`config.mk`:
```
export PLATFORM = sky130hd
export DESIGN_NAME = seg_dynamic_flat
export DESIGN_NICKNAME = d
export VERILOG_FILES = /design/src/rtl/seg_pkg.sv /design/src/rtl/seg_dynamic_if.sv /design/src/rtl/bin2bcd.sv /design/src/rtl/seg_dynamic.sv /design/src/flat_wrapper.sv
export SDC_FILE = /design/constraint.sdc
export NUM_CORES = 1
export LEC_CHECK = 0
export ABC_AREA = 1
export CAP_MARGIN = 20
export CORE_UTILIZATION = 28
export CTS_BUF_LIST = sky130_fd_sc_hd__clkbuf_2
export CTS_CLUSTER_DIAMETER = 40
export DETAILED_ROUTE_END_ITERATION = 12
export DONT_BUFFER_PORTS = 1
export SLEW_MARGIN = 20
export SYNTH_ARGS = -nofsm -noshare
export SYNTH_HDL_FRONTEND = slang
export SYNTH_SLANG_ARGS = --single-unit
```
`constraint.sdc`:
```
create_clock -name sys_clk -period 6.4 [get_ports sys_clk]
set_input_delay 1.6 -clock sys_clk [delete_from_list [all_inputs] [get_ports sys_clk]]
set_output_delay 1.6 -clock sys_clk [all_outputs]
set_load 0.03 [all_outputs]
```
`src/rtl/seg_pkg.sv`:
```
// Shared constants, converter state type and digit-to-segment lookup for the
// dynamic seven-segment scan front end.
package seg_pkg;

  localparam int          DIGITS      = 6;
  localparam int          BIN_W       = 20;
  localparam int          BCD_W       = 4 * DIGITS;
  localparam int          CNT_MAX_DEF = 49_999;
  localparam logic [19:0] DATA_MAX    = 20'd999_999;

  // Active-low patterns, bit 7 = dp, bits 6:0 = g..a
  localparam logic [7:0] SEG_0     = 8'hC0;
  localparam logic [7:0] SEG_1     = 8'hF9;
  localparam logic [7:0] SEG_2     = 8'hA4;
  localparam logic [7:0] SEG_3     = 8'hB0;
  localparam logic [7:0] SEG_4     = 8'h99;
  localparam logic [7:0] SEG_5     = 8'h92;
  localparam logic [7:0] SEG_6     = 8'h82;
  localparam logic [7:0] SEG_7     = 8'hF8;
  localparam logic [7:0] SEG_8     = 8'h80;
  localparam logic [7:0] SEG_9     = 8'h90;
  localparam logic [7:0] SEG_BLANK = 8'hFF;
  localparam logic [7:0] SEG_MINUS = 8'hBF;

  typedef enum logic [1:0] {
    IDLE  = 2'd0,
    SHIFT = 2'd1,
    DONE  = 2'd2
  } conv_state_t;

  function automatic logic [7:0] seg_pattern(input logic [3:0] digit);
    logic [7:0] pat;
    case (digit)
      4'd0:    pat = SEG_0;
      4'd1:    pat = SEG_1;
      4'd2:    pat = SEG_2;
      4'd3:    pat = SEG_3;
      4'd4:    pat = SEG_4;
      4'd5:    pat = SEG_5;
      4'd6:    pat = SEG_6;
      4'd7:    pat = SEG_7;
      4'd8:    pat = SEG_8;
      4'd9:    pat = SEG_9;
      default: pat = SEG_BLANK;
    endcase
    return pat;
  endfunction

endpackage

```
`src/rtl/seg_dynamic_if.sv`:
```
// Value/format inputs and the sel/seg byte pair handed on to hc595_ctrl.
interface seg_dynamic_if;

  logic [19:0] data;
  logic [5:0]  point;
  logic        sign;
  logic        seg_en;
  logic [7:0]  sel;
  logic [7:0]  seg;

  modport master (
    output data, point, sign, seg_en,
    input  sel, seg
  );

  modport slave (
    input  data, point, sign, seg_en,
    output sel, seg
  );

endinterface

```
`src/rtl/bin2bcd.sv`:
```
// Free-running sequential double-dabble converter: 20-bit binary to six BCD
// digits, one conversion every 22 clocks with a one-cycle bcd_valid strobe.
module bin2bcd
  import seg_pkg::*;
(
  input  logic              sys_clk,
  input  logic              sys_rst,
  input  logic [BIN_W-1:0]  bin,
  output logic [BCD_W-1:0]  bcd,
  output logic              bcd_valid
);

  conv_state_t       state;
  conv_state_t       state_nxt;
  logic [4:0]        iter_cnt;
  logic [BIN_W-1:0]  bin_sr;
  logic [BCD_W-1:0]  bcd_sr;
  logic [BCD_W-1:0]  bcd_adj;

  always_ff @(posedge sys_clk or posedge sys_rst) begin
    if (sys_rst) state <= IDLE;
    else         state <= state_nxt;
  end

  always_comb begin
    state_nxt = state;
    case (state)
      IDLE:    state_nxt = SHIFT;
      SHIFT:   if (iter_cnt == 5'(BIN_W - 1)) state_nxt = DONE;
      DONE:    state_nxt = IDLE;
      default: state_nxt = IDLE;
    endcase
  end

  always_comb begin
    bcd_adj = bcd_sr;
    for (int k = 0; k < DIGITS; k++) begin
      if (bcd_sr[4*k +: 4] >= 4'd5) bcd_adj[4*k +: 4] = bcd_sr[4*k +: 4] + 4'd3;
    end
  end

  // Adjust-then-shift on the combined {bcd, bin} register, one bit per clock
  always_ff @(posedge sys_clk or posedge sys_rst) begin
    if (sys_rst) begin
      iter_cnt <= '0;
      bin_sr   <= '0;
      bcd_sr   <= '0;
    end else begin
      case (state)
        IDLE: begin
          bin_sr   <= bin;
          bcd_sr   <= '0;
          iter_cnt <= '0;
        end
        SHIFT: begin
          {bcd_sr, bin_sr} <= {bcd_adj[BCD_W-2:0], bin_sr, 1'b0};
          iter_cnt         <= iter_cnt + 5'd1;
        end
        default: ;
      endcase
    end
  end

  assign bcd       = bcd_sr;
  assign bcd_valid = (state == DONE);

endmodule

```
`src/rtl/seg_dynamic.sv`:
```
// Six-digit dynamic-scan front end: clamp, BCD conversion, frame-aligned
// display commit, leading-zero blanking with sign, and registered sel/seg.
module seg_dynamic
  import seg_pkg::*;
#(
  parameter int CNT_MAX = CNT_MAX_DEF
) (
  input logic          sys_clk,
  input logic          sys_rst,
  seg_dynamic_if.slave bus
);

  localparam int CNT_W = (CNT_MAX > 0) ? $clog2(CNT_MAX + 1) : 1;

  logic [BIN_W-1:0]  data_clamped;
  logic [BCD_W-1:0]  conv_bcd;
  logic              conv_valid;
  logic [BCD_W-1:0]  pend_bcd;
  logic              pend_flag;
  logic [BCD_W-1:0]  disp_bcd;
  logic [DIGITS-1:0] disp_point;
  logic              disp_sign;
  logic [CNT_W-1:0]  cnt_dwell;
  logic [2:0]        cnt_sel;
  logic              dwell_end;
  logic              commit;
  logic [DIGITS-1:0] blank;
  logic [DIGITS-1:0] minus_mask;
  logic              nonzero_above;
  logic [7:0]        pattern;
  logic [7:0]        sel_nxt;
  logic [7:0]        seg_nxt;
  logic [7:0]        sel_q;
  logic [7:0]        seg_q;

  assign data_clamped = (bus.data > DATA_MAX) ? DATA_MAX : bus.data;

  bin2bcd u_bin2bcd (
    .sys_clk   (sys_clk),
    .sys_rst   (sys_rst),
    .bin       (data_clamped),
    .bcd       (conv_bcd),
    .bcd_valid (conv_valid)
  );

  assign dwell_end = (cnt_dwell == CNT_W'(CNT_MAX));
  assign commit    = dwell_end && (cnt_sel == 3'(DIGITS - 1)) && pend_flag;

  always_ff @(posedge sys_clk or posedge sys_rst) begin
    if (sys_rst) begin
      cnt_dwell <= '0;
      cnt_sel   <= '0;
    end else if (dwell_end) begin
      cnt_dwell <= '0;
      cnt_sel   <= (cnt_sel == 3'(DIGITS - 1)) ? 3'd0 : cnt_sel + 3'd1;
    end else begin
      cnt_dwell <= cnt_dwell + CNT_W'(1);
    end
  end

  // Display only changes on the 5->0 wrap so a frame never mixes two values;
  // a result arriving on that same edge waits in pending for the next frame.
  always_ff @(posedge sys_clk or posedge sys_rst) begin
    if (sys_rst) begin
      pend_bcd   <= '0;
      pend_flag  <= 1'b0;
      disp_bcd   <= '0;
      disp_point <= '0;
      disp_sign  <= 1'b0;
    end else begin
      if (conv_valid) pend_bcd <= conv_bcd;
      if (conv_valid)  pend_flag <= 1'b1;
      else if (commit) pend_flag <= 1'b0;
      if (commit) begin
        disp_bcd   <= pend_bcd;
        disp_point <= bus.point;
        disp_sign  <= bus.sign;
      end
    end
  end

  always_comb begin
    blank         = '0;
    minus_mask    = '0;
    nonzero_above = 1'b0;
    for (int i = DIGITS - 1; i >= 1; i--) begin
      nonzero_above = nonzero_above | (disp_bcd[4*i +: 4] != 4'd0);
      blank[i]      = ~nonzero_above;
    end
    for (int i = 1; i < DIGITS; i++) begin
      minus_mask[i] = disp_sign & blank[i] & ~blank[i-1];
    end
  end

  always_comb begin
    pattern = seg_pattern(disp_bcd[{cnt_sel, 2'b00} +: 4]);
    if (blank[cnt_sel]) pattern = minus_mask[cnt_sel] ? SEG_MINUS : SEG_BLANK;
    seg_nxt = {pattern[7] & ~disp_point[cnt_sel], pattern[6:0]};
    sel_nxt = 8'h01 << cnt_sel;
  end

  always_ff @(posedge sys_clk or posedge sys_rst) begin
    if (sys_rst) begin
      sel_q <= 8'h00;
      seg_q <= SEG_BLANK;
    end else if (bus.seg_en) begin
      sel_q <= sel_nxt;
      seg_q <= seg_nxt;
    end else begin
      sel_q <= 8'h00;
      seg_q <= SEG_BLANK;
    end
  end

  assign bus.sel = sel_q;
  assign bus.seg = seg_q;

endmodule

```
`src/flat_wrapper.sv`:
```
// flat-port wrapper written by rule: the top's interface ports become plain ports
module seg_dynamic_flat import seg_pkg::*;
#(
  parameter int CNT_MAX = CNT_MAX_DEF
)
  (sys_clk, sys_rst, bus_data, bus_point, bus_sign, bus_seg_en, bus_sel, bus_seg);
  seg_dynamic_if bus_i ();
  input logic sys_clk;
  input logic sys_rst;
  input wire logic [$bits(bus_i.data)-1:0] bus_data;
  input wire logic [$bits(bus_i.point)-1:0] bus_point;
  input wire logic [$bits(bus_i.sign)-1:0] bus_sign;
  input wire logic [$bits(bus_i.seg_en)-1:0] bus_seg_en;
  output wire logic [$bits(bus_i.sel)-1:0] bus_sel;
  output wire logic [$bits(bus_i.seg)-1:0] bus_seg;
  assign bus_i.data = bus_data;
  assign bus_i.point = bus_point;
  assign bus_i.sign = bus_sign;
  assign bus_i.seg_en = bus_seg_en;
  assign bus_sel = bus_i.sel;
  assign bus_seg = bus_i.seg;
  seg_dynamic #(.CNT_MAX(CNT_MAX)) u_core (.sys_clk(sys_clk), .sys_rst(sys_rst), .bus(bus_i));
endmodule
```
# Word level (Yosys, flattened, before mapping)
# Memory sizes are Yosys's and may differ from the RTL's.
# Index checks and enable logic that the tools add are counted.
# Widths: inputs -> output; s select.
# totals
out_inout_bits,16
ff_bits,142
wordCells,95
input_bits,30
mem_bits_ro,112
n_memories,1
# op_classes
muxes,26
n_reduce_logical,10
magnitude_cmp,8
shifts,2
bitwise,20
n_eq_ne,6
addsub,9
# mem_list
memory,depth,word_bits,rd,rd_ports_with_merged_regs,wr,line,rtl
(name not given),16,7,1,0,0,seg_pkg.sv:33,case (digit)
# op_table
operator,count
$pmux 24 s2,1
$pmux 20 s2,1
$ge 4x3->1 const B,6
$mux 8,3
$shiftx 24x6->4,1
$add 4x2->4 const B,5
$gt 20x20->1 const B,1
$mux 20,1
$mux 4,5
$reduce_bool 4->1,5
$add 16x1->16 const B,1
$eq 16x16->1 const B,1
$mux 16,1
$and 1x1->1,10
$pmux 5 s2,1
$bmux 1 s3,3
$shl 1x3->8 const A,1
$mux 7,1
$mux 3,2
$not 1->1,6
$add 5x1->5 const B,1
$eq 5x5->1 const B,1
$mux 1,5
$lt 3x4->1 const B,1
12 further kinds,17

# Longest topological paths before layout
# Gate-level depths: netlist (run 1).
# logic_depth
depth_word,13
depth_mapped,14
mapped_depth_nobuf,14

# Cells and area by module
# A second synthesis (run 1) with hierarchy kept.
# unflattened
hier_cells,912
area_unflattened_um2,7480.9
# modules_own_cells
mod,instances,cells_per_inst,area_each_um2,seq_area_each_um2
seg_dynamic,1,563,4728.3,2287.2
bin2bcd,1,349,2752.6,1276.2

# Worst setup path before layout (run 1)
# No wires, ideal clock.
# synth_path
path_type,input port to flip-flop
start,in bus_data[12]
end,reg u_core.u_bin2bcd.bin_sr[14]
t_arrival_ps,2531
path_buffers,1
slack_ps,3746
path_stages,7
required_time_ps,6277
cell_sequence,or2_2 a21oi_1 or2_2 nand2_1 buf_4 o21ai_0 nand2_1
# synth_via
elab_chain_len,3
# synth_rtl
item,line,rtl
start: declaration,flat_wrapper.sv:10,input wire logic [$bits(bus_i.data)-1:0] bus_data;
$gt 20x20->1,seg_dynamic.sv:36,assign data_clamped = (bus.data > DATA_MAX) ? DATA_MAX : bus.data;
$mux 20,seg_dynamic.sv:36,
$pmux 20 s2,bin2bcd.sv:49,case (state)
end signal: assignment,bin2bcd.sv:51,bin_sr <= bin;
end signal: assignment,bin2bcd.sv:56,"{bcd_sr, bin_sr} <= {bcd_adj[BCD_W-2:0], bin_sr, 1'b0};"
end: declaration,bin2bcd.sv:16,logic [BIN_W-1:0] bin_sr;
# Every way passes these cells.
# A chain may end at the register's enable or synchronous reset.

# Worst setup path after layout (run 1)
# layout_path
start,reg u_core.seg_q[6] (netlist: u_core.bus.seg[6])
end,out bus_seg[6]
# layout_rtl
item,line,rtl
start: declaration,seg_dynamic.sv:34,logic [7:0] seg_q;
start signal: assignment,seg_dynamic.sv:108,seg_q <= seg_nxt;
end: declaration,flat_wrapper.sv:15,output wire logic [$bits(bus_i.seg)-1:0] bus_seg;
# No word-level cell between the ends.

==> Flow_metrics.wiki, run 1 <==
{| class="wikitable"
! Metric !! Value
|-
| Result of the run || finished clean
|-
| Crit. End Element || primary output
|-
| Global Route met3 Usage || 3.31%
|-
| Number of buffers inserted to repair setup after CTS || 0
|-
| Post-CTS resize count || 0
|-
| Cell type with the highest aggregate area in the netlist || dfrtp_1
|-
| Overall global routing resource usage || 11.7%
|-
| Number of register bits inferred by synthesis || 142
|-
| Worst rel slew slack || 33.8%
|-
| Top_reg_cell synth || dfrtp_1
|-
| Post-synth ARST share || 100%
|-
| Number of top-level pins || 46
|-
| Data arrival, critical path || 1.38 ns
|-
| Final hold slack || 0.479 ns
|-
| Area of the die || 0.0258 mm^2
|-
| Share of the yosys chip area belonging to registers || 50.7%
|-
| Fmax || 336 MHz
|-
| Total nets after synthesis || 896
|-
| TritonCTS buffer count || 17
|-
| Maximum fanout along the worst path || 1
|-
| Filler Cells Inserted || 2621
|-
| Top-count cell post-synth || nand2_1
|-
| RSZ-0062 raised after global routing || no
|-
| Number of remaining DRC errors || 0
|-
| Cell Area, Synth || 0.00703 mm^2
|-
| Total power per unit cell area || 213 mW/mm^2
|-
| Total grt overflow || 0
|-
| Worst Setup Slack post-DPL || 3.54 ns
|-
| Share of final-layout standard cells stronger than drive strength 1 || 7.63%
|-
| Number of nets in the layout || 890
|-
| Final critical-path share of the clock period || 46.5%
|-
| Average wire length per cell after detail routing || 12.0 um
|-
| Sum of net half-perimeters after detailed placement || 9710 um
|-
| Number of hold violations in the final report || 0
|-
| Type of the worst setup path || flop to primary output
|-
| Buffer type at the clock tree root || clkbuf_2
|-
| DR pass1 iterations || 5
|-
| Leakage component of the power || 3.67 nW
|-
| Count of port buffers added during placement || 0
|-
| Via density || 4.53
|-
| Yosys synthesis warning count || 0
|-
| CTS max path bufs || 2
|-
| Setup skew after layout || 0.0299 ns
|-
| Total negative slack for setup checks || 0 ns
|-
| Max-cap violations || 0
|-
| Insertion delay of the later-clocked pin in the worst-skew pair || 0.71 ns
|-
| Register clock-pin slew on the reported worst setup and hold paths || 0.22 ns
|-
| Width of the die || 161 um
|-
| Post-synth top area share || 47.7%
|-
| Most congested layer reported by global routing || met2
|-
| Cells after Synth || 845
|-
| Diode count || 0
|-
| Syn-to-layout area delta || 6.85%
|-
| Post-synthesis cell type count || 40
|-
| Instance area at placement || 0.00730 mm^2
|-
| Minimum period implied by the final worst setup slack || 2.98 ns
|-
| CTS Hold Buffers Added || 0
|-
| Peak supply drop || 0.0000870 V
|-
| Required time of the critical path || 4.80 ns
|-
| Via count of the first global-routing pass || 5035
|-
| Cell Rows || 57
|-
| Clock Sinks || 142
|-
| Slew Viols, Final || 0
|-
| Slew at the pin closest to its max-slew limit || 0.992 ns
|-
| Design area || 0.00752 mm^2
|-
| Core area || 0.0245 mm^2
|-
| Type of the most critical hold path || flop to flop
|-
| Placer congestion estimate || 0.848
|-
| Antenna viol nets, final || 0
|-
| Number of endpoints failing setup at the final stage || 0
|-
| Number of antenna violations at the first check in global routing || 0
|-
| Met2 Use GR || 17.7%
|-
| Average size of a mapped cell || 8.32 um^2
|-
| Maximum number of pins on one net before global-route repair || 106
|-
| Number of flops mapped to enable cells by yosys || 0
|-
| Type of origin of the critical path || flop
|-
| Wire length of the first global-routing pass || 24600 um
|-
| Detailed-route via count || 5323
|-
| List of most frequent post-synthesis cells || nand2_1, dfrtp_1, inv_1
|-
| CTS tree || yes
|-
| Met1 track demand over resource in global routing || 16.3%
|-
| Final worst-path setup slack || 3.42 ns
|-
| Routed WL || 14100 um
|-
| Effective utilization at floorplan || 28.8%
|-
| DRT iter0 DRCs || 372
|-
| Die height || 161 um
|-
| H-tree lvl count || 4
|-
| Ranking of synthesized cells by area || dfrtp_1, nand2_1, nand3_1
|}
==> sequential cells by signal (all words and copies together) (netlist names) <==
name                       flops
u_core.disp_sign               1
u_core.u_bin2bcd.bin_sr       20
u_core.cnt_dwell              16
u_core.bus.seg                 8
u_core.pend_flag               1
u_core.u_bin2bcd.bcd          24
u_core.disp_bcd               24
u_core.u_bin2bcd.iter_cnt      5
u_core.disp_point              6
u_core.pend_bcd               24
u_core.u_bin2bcd.state         2
u_core.cnt_sel                 3
u_core.bus.sel                 8
==> area by class of cell <==
cell class	instances	area, um^2	share of cell area [%]
Sequential cell	142	3560	47.4
Multi-Input combinational cell	565	2890	38.4
Inverter	108	410	5.46
Tap cell	324	405	5.39
Clock inverter	14	121	1.61
Clock buffer	18	90.1	1.20
Timing Repair Buffer	5	37.5	0.499
==> through the flow <==
stage | total power [W] | instances | util (%)
floorplan | 0.00111 | 845 | -
global placement | 0.00114 | 1144 | 29.9
detailed placement | 0.00115 | 1144 | 29.9
CTS | 0.00163 | 1176 | 30.7
global route | 0.00170 | 1176 | 30.7
finish | 0.00160 | 1176 | 30.7
==> placed cells by master (no fill, tap or decap), drive strengths merged <==
| cell | synthesis | layout |
|---|---|---|
| nand2 | 225 | 225 |
| dfrtp | 134 | 134 |
| inv | 107 | 108 |
| nand3 | 80 | 80 |
| o21ai | 72 | 72 |
| nor2 | 60 | 60 |
| o22ai | 23 | 23 |
| a21oi | 21 | 21 |
| ha | 21 | 21 |
| clkbuf | 16 | 18 |
| xor2 | 12 | 12 |
| clkinv | 1 | 11 |
| dfstp | 8 | 8 |
| o21bai | 7 | 7 |
| nand4 | 7 | 7 |
| nor3 | 6 | 6 |
| nor4 | 5 | 5 |
| o211ai | 5 | 5 |
| a22oi | 5 | 5 |
| buf | 14 | 5 |
| o32ai | 4 | 4 |
| or2 | 4 | 4 |
| and3 | 2 | 2 |
| o31ai | 2 | 2 |
| clkinvlp | 0 | 2 |
| xnor2 | 1 | 1 |
| and2 | 1 | 1 |
| nand3b | 1 | 1 |
| nor3b | 1 | 1 |
| bufinv | 0 | 1 |
==> power by group <==
part | switching (W) | total (W) | internal (W) | leakage, nW
Combinational | 0.0000598 | 0.000100 | 0.0000403 | 1.75
Sequential | 0.0000511 | 0.00103 | 0.000977 | 1.80
Clock | 0.000333 | 0.000474 | 0.000141 | 0.125
==> path summary, 6_finish.rpt <==
kind / slack (ns) / startpoint / cells past startpoint / endpoint
min in group asynchronous: 0.93 / sys_rst / 1 / u_core.cnt_dwell[7]
worst max-delay path: 3.42 / u_core.bus.seg[6] / 0 / bus_seg[6]
worst min register to register: 0.48 / u_core.cnt_dwell[0] / 1 / u_core.cnt_dwell[0]
max in group asynchronous: 4.44 / sys_rst / 2 / u_core.u_bin2bcd.bcd[17]
worst max register to register: 3.96 / u_core.cnt_sel[0] / 9 / u_core.disp_bcd[5]
worst min-delay path: 0.48 / u_core.cnt_dwell[0] / 1 / u_core.cnt_dwell[0]
==> metal layers <==
layer | vias up | share of wire (%) | wire, um
met3 | 7 | 4.6 | 642
met2 | 96 | 44 | 6270
met5 | - | 0 | 0
met4 | 0 | 0.63 | 89
li1 | 2731 | - | -
met1 | 2489 | 50 | 7110
==> cells by family after synthesis <==
group	after synthesis	synth area share, %
adder cells (fa/ha/maj)	21	3.74
AO/OA/AOI/OAI	139	11.2
AND/OR/NAND/NOR	392	24.5
buffers and inverters	138	8.29
XOR/XNOR	13	1.62
flip-flops	142	50.7
(Power assumes the default switching activity.)
==> inputs of run 2 (changes only) <==
==> constraint.sdc (replaced) <==
create_clock -name sys_clk -period 2.7 [get_ports sys_clk]
set_input_delay 0.675 -clock sys_clk [delete_from_list [all_inputs] [get_ports sys_clk]]
set_output_delay 0.675 -clock sys_clk [all_outputs]
set_load 0.03 [all_outputs]
==> run 2 against run 1 <==
  * Hold slack worse by 0.39 ns
  * Combinational power rose to 2.6 times the previous value
  * Final cell count up 1.2%
  * Critical endpoint is now u_core.bus.seg[6]
  * Worst setup slack worse by 2.9 ns
  * Total power rose to 2.7 times the previous value
  * Cell area up 3.6%
  * Sequential share of layout area down 1.6 points
  * Critical path type is now flop to flop
  * Register-to-register slack worse by 3.4 ns
  * Critical path depth up 13
  * Sequential power up 140%
  * Die area unchanged
  * Clock skew up 0.015 ns
  * Highest routed layer unchanged
==> Flow_metrics.wiki, run 2 (same netlist as run 1, synthesis figures left out) <==
{| class="wikitable"
! Metric !! Value
|-
| Share of final-layout standard cells stronger than drive strength 1 || 8.55% (was 7.63%)
|-
| Maximum number of pins on one net before global-route repair || 50 (was 106)
|-
| TritonCTS buffer count || 17 (unchanged)
|-
| CTS max path bufs || 2 (unchanged)
|-
| Worst rel slew slack || 57.1% (was 33.8%)
|-
| Post-CTS resize count || 0 (unchanged)
|-
| Count of port buffers added during placement || 0 (unchanged)
|-
| FF-to-FF Start || u_core.cnt_sel[0] (unchanged)
|-
| Leakage component of the power || 3.81 nW (was 3.67 nW)
|-
| DR pass1 iterations || 5 (unchanged)
|-
| Effective utilization at floorplan || 28.8% (unchanged)
|-
| Hold Crit Start || bus_data[8] (was u_core.cnt_dwell[0])
|-
| Total grt overflow || 0 (unchanged)
|-
| Global Route met3 Usage || 3.43% (was 3.31%)
|-
| Cell Rows || 57 (unchanged)
|-
| Data arrival, critical path || 2.78 ns (was 1.38 ns)
|-
| Area of the die || 0.0258 mm^2 (unchanged)
|-
| Register clock-pin slew on the reported worst setup and hold paths || 0.23 ns (was 0.22 ns)
|-
| Switching share of power || 24.4% (was 27.7%)
|-
| Average wire length per cell after detail routing || 12.3 um (was 12.0 um)
|-
| Clock network fraction of design power || 37.0% (was 29.6%)
|-
| Core area || 0.0245 mm^2 (unchanged)
|-
| Syn-to-layout area delta || 10.7% (was 6.85%)
|-
| Type of the worst setup path || flop to flop (was flop to primary output)
|-
| Crit. End Element || flop (was primary output)
|-
| RSZ-0062 raised after global routing || no (unchanged)
|-
| Type of origin of the critical path || flop (unchanged)
|-
| Clock Sinks || 142 (unchanged)
|-
| Die height || 161 um (unchanged)
|-
| Most common cell after layout, fill and taps aside || nand2_1 (unchanged)
|-
| Final critical-path share of the clock period || 78.9%
|-
| Type of the most critical hold path || primary input to flop (was flop to flop)
|-
| Flop pwr share || 56.9% (was 64.2%)
|-
| Number of antenna violations at the first check in global routing || 0 (unchanged)
|-
| Diode count || 0 (unchanged)
|-
| Via density || 4.50 (was 4.53)
|-
| Detailed-route via count || 5350 (was 5323)
|-
| Placer congestion estimate || 0.903 (was 0.848)
|-
| Buf/Inv on CP || 4
|-
| Area of the multi-input gates || 0.00289 mm^2 (unchanged)
|-
| Crit-path most repeated cell || nand2_1
|-
| Number of remaining DRC errors || 0 (unchanged)
|-
| Number of nets in the layout || 904 (was 890)
|-
| Routed WL || 14600 um (was 14100 um)
|-
| Cell Chain, Critical Path || inv_2 > nor2_4 > inv_2 > o21ai_0 > nand2_1 > inv_1 > ha_1 > inv_1 > nand3_1 > nand3_1 > nand2_1 > nand2_1 > nand2_1
|-
| Crit path max-delay family || simple AND/OR/NAND/NOR gates
|-
| Max-cap violations || 0 (unchanged)
|-
| Cell internal pwr || 0.00324 W (was 0.00116 W)
|-
| Sum of net half-perimeters after detailed placement || 10200 um (was 9710 um)
|-
| Number of endpoints failing setup at the final stage || 0 (unchanged)
|-
| Maximum fanout along the worst path || 11 (was 1)
|-
| Filler Cells Inserted || 2566 (was 2621)
|-
| Placed insts || 1150 (was 1144)
|-
| Buffer type at the clock tree root || clkbuf_2 (unchanged)
|-
| Instance area at placement || 0.00739 mm^2 (was 0.00730 mm^2)
|-
| Share of power burned in combinational logic || 6.2% (about the same)
|-
| Startpoint of the worst setup timing path || u_core.cnt_sel[0] (was u_core.bus.seg[6])
|-
| Worst path slowest cell || dfrtp_1
|-
| Fmax || 470 MHz
|-
| Minimum period implied by the final worst setup slack || 2.13 ns
|-
| Met2 Use GR || 17.8% (was 17.7%)
|-
| Met1 track demand over resource in global routing || 16.7% (was 16.3%)
|-
| Setup skew after layout || 0.0446 ns (was 0.0299 ns)
|-
| Final hold slack || 0.0928 ns (was 0.479 ns)
|-
| DRT iter0 DRCs || 390 (was 372)
|-
| H-tree lvl count || 4 (unchanged)
|-
| Number of top-level pins || 46 (unchanged)
|-
| Insertion delay of the later-clocked pin in the worst-skew pair || 0.70 ns (was 0.71 ns)
|-
| Worst path max stage delay || 0.63 ns
|-
| Total area of sequential cells || 0.00356 mm^2 (unchanged)
|-
| Antenna viol nets, final || 0 (unchanged)
|-
| Width of the die || 161 um (unchanged)
|-
| Slew Viols, Final || 0 (unchanged)
|-
| Required time of the critical path || 3.35 ns (was 4.80 ns)
|-
| Total negative slack for setup checks || 0 ns (unchanged)
|-
| Result of the run || finished clean (unchanged)
|-
| Number of hold violations in the final report || 0 (unchanged)
|-
| Highest-count cells in the layout ignoring fill and taps || nand2_1, dfrtp_1, inv_1, nand3_1, o21ai_0 (unchanged)
|-
| Overall global routing resource usage || 11.8% (was 11.7%)
|-
| Non-filler cells in the finished layout || 1190 (was 1176)
|-
| Slew at the pin closest to its max-slew limit || 0.643 ns (was 0.992 ns)
|-
| Via count of the first global-routing pass || 5059 (was 5035)
|-
| Wire length of the first global-routing pass || 24800 um (was 24600 um)
|-
| Most congested layer reported by global routing || met2 (unchanged)
|-
| CTS tree || yes (unchanged)
|-
| Total power per unit cell area || 550 mW/mm^2 (was 213 mW/mm^2)
|-
| Peak supply drop || 0.000290 V (was 0.0000870 V)
|-
| Net switching component of the power || 0.00104 W (was 0.000444 W)
|-
| Design area || 0.00778 mm^2 (was 0.00752 mm^2)
|}
-- run 2: power by group through the flow --
stage          logic [W]  clock network [W]  registers, W
6_report        0.000264            0.00158       0.00243
3_3_place_gp    0.000249                  0       0.00247
3_5_place_dp    0.000261                  0       0.00247
4_1_cts         0.000264            0.00163       0.00243
5_1_grt         0.000318            0.00173       0.00246
2_1_floorplan   0.000202                  0       0.00244
-- run 2: worst register-to-register path, delay by kind of cell, from the launching register on --
kind | cells | cell delay (ns)
adders and majority gates | 1 | 0.14
buffers and inverters | 4 | 0.43
DFF | 1 | 0.63
AOI/OAI and AO/OA | 1 | 0.18
and+or+nand+nor | 7 | 0.72
-- run 2: final timing paths --
path / to / depth (start not counted) / slack [ns]
worst max-delay path: u_core.bus.seg[6] / 13 / 0.57
worst min-delay path: u_core.u_bin2bcd.bin_sr[8] / 2 / 0.09
worst max register to register: u_core.bus.seg[6] / 13 / 0.57
worst min register to register: u_core.cnt_dwell[0] / 1 / 0.48
max in group asynchronous: u_core.bus.seg[7] / 3 / 1.40
min in group asynchronous: u_core.pend_bcd[22] / 2 / 0.51
-- run 2: what timing repair did --
item,CTS,global route
setup buffers,0,0
hold endpoints to repair,22,8
hold buffers,1,7
-- run 2: area by class of cell --
cell class                      count  share of cell area (%)
Clock buffer                       21                    1.35
Clock inverter                     11                    2.75
Inverter                          108                    5.26
Multi-Input combinational cell    565                    37.1
Sequential cell                   142                    45.8
Tap cell                          324                    5.21
Timing Repair Buffer               19                    2.57
-- run 2: through the flow --
stage               util [%]  power (W)  worst slack, ns
floorplan                  -    0.00264            0.254
global placement        30.2    0.00272            0.647
detailed placement      30.2    0.00273            0.608
CTS                     31.5    0.00433            0.564
global route            31.8    0.00450            0.298
finish                  31.8    0.00428            0.571
-- run 2: routing by layer --
layer  wire, um  vias up  share of wire [%]
li1           -     2755                  -
met2       6450      102                 44
met3        638        8                4.4
met5          0        -                  0
met4        110        0               0.75
met1       7380     2485                 51
==> RTL change 1, RTL diff (config.mk and constraints of run 1) <==
Make the reset (`sys_rst`) synchronous in 5 clocked blocks.
--- a/src/rtl/bin2bcd.sv
+++ b/src/rtl/bin2bcd.sv
@@ -18,5 +18,5 @@
   logic [BCD_W-1:0]  bcd_adj;
 
-  always_ff @(posedge sys_clk or posedge sys_rst) begin
+  always_ff @(posedge sys_clk) begin
     if (sys_rst) state <= IDLE;
     else         state <= state_nxt;
@@ -41,5 +41,5 @@
 
   // Adjust-then-shift on the combined {bcd, bin} register, one bit per clock
-  always_ff @(posedge sys_clk or posedge sys_rst) begin
+  always_ff @(posedge sys_clk) begin
     if (sys_rst) begin
       iter_cnt <= '0;
--- a/src/rtl/seg_dynamic.sv
+++ b/src/rtl/seg_dynamic.sv
@@ -47,5 +47,5 @@
   assign commit    = dwell_end && (cnt_sel == 3'(DIGITS - 1)) && pend_flag;
 
-  always_ff @(posedge sys_clk or posedge sys_rst) begin
+  always_ff @(posedge sys_clk) begin
     if (sys_rst) begin
       cnt_dwell <= '0;
@@ -61,5 +61,5 @@
   // Display only changes on the 5->0 wrap so a frame never mixes two values;
   // a result arriving on that same edge waits in pending for the next frame.
-  always_ff @(posedge sys_clk or posedge sys_rst) begin
+  always_ff @(posedge sys_clk) begin
     if (sys_rst) begin
       pend_bcd   <= '0;
@@ -100,5 +100,5 @@
   end
 
-  always_ff @(posedge sys_clk or posedge sys_rst) begin
+  always_ff @(posedge sys_clk) begin
     if (sys_rst) begin
       sel_q <= 8'h00;
Behaviour: differs if sys_rst is asserted again (counterexample within 4 cycles, from zero or initial values and one cycle with sys_rst high); with sys_rst held inactive, the same outputs for 10 cycles.
==> RTL change 1 against run 1 <==
  * Final area fell by 8.4%
  * Cell count decreased by 1.0%
  * Routed wire length down 9.7%
  * Setup slack better by 0.065 ns
  * Largest cell class is now multi-input gates
  * Largest power group unchanged
  * Via count is essentially flat
  * Synthesized area decreased by 8.8%
  * Sequential cell count unchanged
  * Fmax rose by 2.2%
  * Critical path type unchanged
  * Total power decreased by 5.3%
  * Sequential share of layout area down 6.1 points
  * Sequential power is 11% lower
  * Global-route usage fell by 0.32 points
  * Register-to-register slack gained 0.02 ns
==> RTL change 1: results (changes against run 1) <==
compound-cell area share of the yosys netlist - 16.3% (was 11.2%)
inverter count - 115 (was 108)
Synth Area in Adders - 3.71% (was 3.74%)
multi-input gate share of total cell area - 43.2% (was 38.4%)
Least-Margin Pin Slew - 0.974 ns (was 0.992 ns)
non-clk buf share - 0.327% (was 0.499%)
Non-clk bufs - 3 (was 5)
1st-iter DRT viols - 276 (was 372)
placed cell area - 0.00663 sq mm (was 0.00730 sq mm)
fill cell count - 2485 (was 2621)
post-synthesis sequential area ratio - 44.3% (was 50.7%)
Peak VDD IR - 0.116 mV (was 0.0870 mV)
Mapped Nets - 930 (was 896)
status - finished clean (unchanged)
r2r endpoint - u_core.bus.seg[0] (was u_core.disp_bcd[5])
worst path arrival time - 1.31 ns (was 1.38 ns)
Hold WS - 0.449 ns (was 0.479 ns)
clock buf count - 17 (was 18)
DR vias - 5320 (was 5323)
Post-Syn Area per Cell - 7.28 sq um (was 8.32 sq um)
Main synth FF type - dfxtp_1 (was dfrtp_1)
vias in the first global route - 4801 (was 5035)
Hold EP - u_core.bus.seg[7] (was u_core.cnt_dwell[0])
post-synthesis xor/xnor area fraction - 1.64% (was 1.62%)
worst setup path start - u_core.bus.seg[7] (was u_core.bus.seg[6])
Comb power frac - 3.6% (was 6.2%)
worst r2r path cells - 13 (was 9)
RR Startpoint - u_core.cnt_sel[0] (unchanged)
==> RTL change 1: cell count changes in the layout (fill, tap and decap cells not counted), sizes merged, moves of 7 or more <==
| cell | before | now |
|---|---|---|
| nor2 | 60 | 143 |
| o22ai | 23 | 14 |
| inv | 108 | 124 |
| nand2 | 225 | 140 |
| a21oi | 21 | 63 |
| nor3 | 6 | 14 |
| clkinv | 11 | 3 |
| a211oi | 0 | 25 |
| o21bai | 7 | 0 |
| dfrtp | 134 | 0 |
| dfstp | 8 | 0 |
| dfxtp | 0 | 142 |
| nand3 | 80 | 55 |
==> RTL change 1: worst max path at each step <==
stage / end / slack (ns) / cells past startpoint
3_5_place_dp: u_core.bus.seg[7] / 3.58 / 7
4_1_cts: bus_seg[7] / 3.43 / 0
2_1_floorplan: u_core.bus.seg[7] / 3.81 / 8
3_3_place_gp: u_core.bus.seg[7] / 3.58 / 7
5_1_grt: bus_sel[5] / 3.35 / 0
6_report: bus_seg[7] / 3.49 / 0
==> RTL change 2, RTL diff (settings of run 1) <==
Without the edit above. The package constant `CNT_MAX_DEF` goes from 49_999 to 24_999.
--- a/src/rtl/seg_pkg.sv
+++ b/src/rtl/seg_pkg.sv
@@ -6,5 +6,5 @@
   localparam int          BIN_W       = 20;
   localparam int          BCD_W       = 4 * DIGITS;
-  localparam int          CNT_MAX_DEF = 49_999;
+  localparam int          CNT_MAX_DEF = 24_999;
   localparam logic [19:0] DATA_MAX    = 20'd999_999;
 
Check against the original RTL: no difference found for any inputs over 10 cycles, from zero or initial values and one cycle with sys_rst high; that may be too few to reach the edited logic, so the function may still have changed.
==> RTL change 2 against run 1 <==
  * Global-route usage shrank 0.40 points
  * Routed wire length shrank 1.7%
  * Sequential cell count shrank 1
  * Synthesized area shrank 0.25%
  * Total power grew 9.2%
  * Final area grew 1.1%
  * Setup slack gained 0.027 ns
  * Largest cell class unchanged
==> RTL change 2: results (changes against run 1) <==
clock share of power - 33.7% (was 29.6%)
worst path arrival time - 1.35 ns (was 1.38 ns)
Placed Instances - 1129 (was 1144)
Num CTS Buffers - 17 (unchanged)
r2r endpoint - u_core.disp_bcd[13] (was u_core.disp_bcd[5])
Layout Nets - 875 (was 890)
clk_skew - 0.0351 ns (was 0.0299 ns)
layout cells sized above 1 - 11.4% (was 7.63%)
initial antenna violation count - 1 (was 0)
I/O Buffers - 0 (unchanged)
Syn Inst Count - 827 (was 845)
compound-cell area share of the yosys netlist - 15.8% (was 11.2%)
# setup viols final - 0 (unchanged)
crit path capture - bus_seg[7] (was bus_seg[6])
first-pass GRT wire length - 23500 microns (was 24600 microns)
met1 WL - 7080 microns (was 7110 microns)
GRT Util Overall - 11.3% (was 11.7%)
Min-Delay Path Class - register to register (unchanged)
met2 Track Usage GR - 17.2% (was 17.7%)
Via density - 4.45 (was 4.53)
worst reg2reg setup slack - 3.84 ns (was 3.96 ns)
Routed WL - 13900 microns (was 14100 microns)
worst setup path start - u_core.bus.seg[7] (was u_core.bus.seg[6])
routed len/inst - 11.9 microns (was 12.0 microns)
vias in the first global route - 4923 (was 5035)
GR Util met1 - 15.6% (was 16.3%)
status - finished clean (unchanged)
post-synthesis sequential area ratio - 50.4% (was 50.7%)
DP Worst Slack - 3.53 ns (was 3.54 ns)
RR Startpoint - u_core.cnt_dwell[0] (was u_core.cnt_sel[0])
met3 routed WL - 533 microns (was 642 microns)
largest net degree at the start of global routing - 104 (was 106)
Post-DP HPWL - 9490 microns (was 9710 microns)
Area contributors post-synth - dfrtp_1 (47%), nand2_1 (10%), inv_1 (6.8%) (was dfrtp_1 (48%), nand2_1 (12%), nand3_1 (5.6%))
metal2 WL - 6110 microns (was 6270 microns)
Yosys cell types - 40 (unchanged)
fill cell count - 2623 (was 2621)
Pint - 1.28 mW (was 1.16 mW)
final worst slack - 3.45 ns (was 3.42 ns)
Synth Area in Adders - 3.74% (about the same)
post-synthesis xor/xnor area fraction - 1.25% (was 1.62%)
Hold EP - u_core.cnt_dwell[0] (unchanged)
worst r2r path cells - 8 (was 9)
Hold WS - 0.475 ns (was 0.479 ns)
Post-synth top cells - nand2_1 (187), dfrtp_1 (133), inv_1 (128), o21ai_0 (78), nor2_1 (63) (was nand2_1 (222), dfrtp_1 (134), inv_1 (101), nand3_1 (79), o21ai_0 (72))
clock-net power - 590 uW (was 474 uW)
Placer Congestion - 0.849 (was 0.848)
leakage power - 3.62 nW (was 3.67 nW)
Peak VDD IR - 0.0903 mV (was 0.0870 mV)
First-pass DRT Iterations - 5 (unchanged)
highest net fanout along the worst path - 1 (unchanged)
Hold Crit Start - u_core.cnt_dwell[0] (unchanged)
Least-Margin Pin Slew - 0.932 ns (was 0.992 ns)
root buf cell - clkbuf_2 (unchanged)
placed cell area - 0.00731 sq mm (was 0.00730 sq mm)
Seq pwr share - 58.1% (was 64.2%)
met3 GRT Util - 3.13% (was 3.31%)
1st-iter DRT viols - 407 (was 372)
[RTL change 2: cell types whose count changed in the layout (fill, tap and decap cells not counted), moves of 5 or more]
cell | run 1 | this run
nand2_1 | 222 | 187
o21ai_2 | 0 | 31
nand3_1 | 79 | 34
inv_1 | 100 | 127
a21oi_1 | 21 | 16
nor2_1 | 50 | 62
o21ai_0 | 72 | 78
[RTL change 2: worst reg2reg max path, stage by stage (launching register included)]
cell and delay, ns:
dfrtp_1 0.42, ha_1 0.18, nand2_1 0.10, clkinv_1 0.10, nand3_4 0.08, nor3_4 0.45
nand3_4 0.72, nand2_1 0.34, o21ai_2 0.07
[RTL change 2: final cells by class]
cell class,count,area (sq um),share of cell area (%)
flip-flops and latches,141,3540,46.6
multi-input cells,526,2830,37.2
inverters,134,509,6.70
well taps,324,405,5.34
clock inverters,14,194,2.55
clock buffers,18,90.1,1.19
repair buffers,4,30.0,0.395
diodes,1,2.50,0.0329
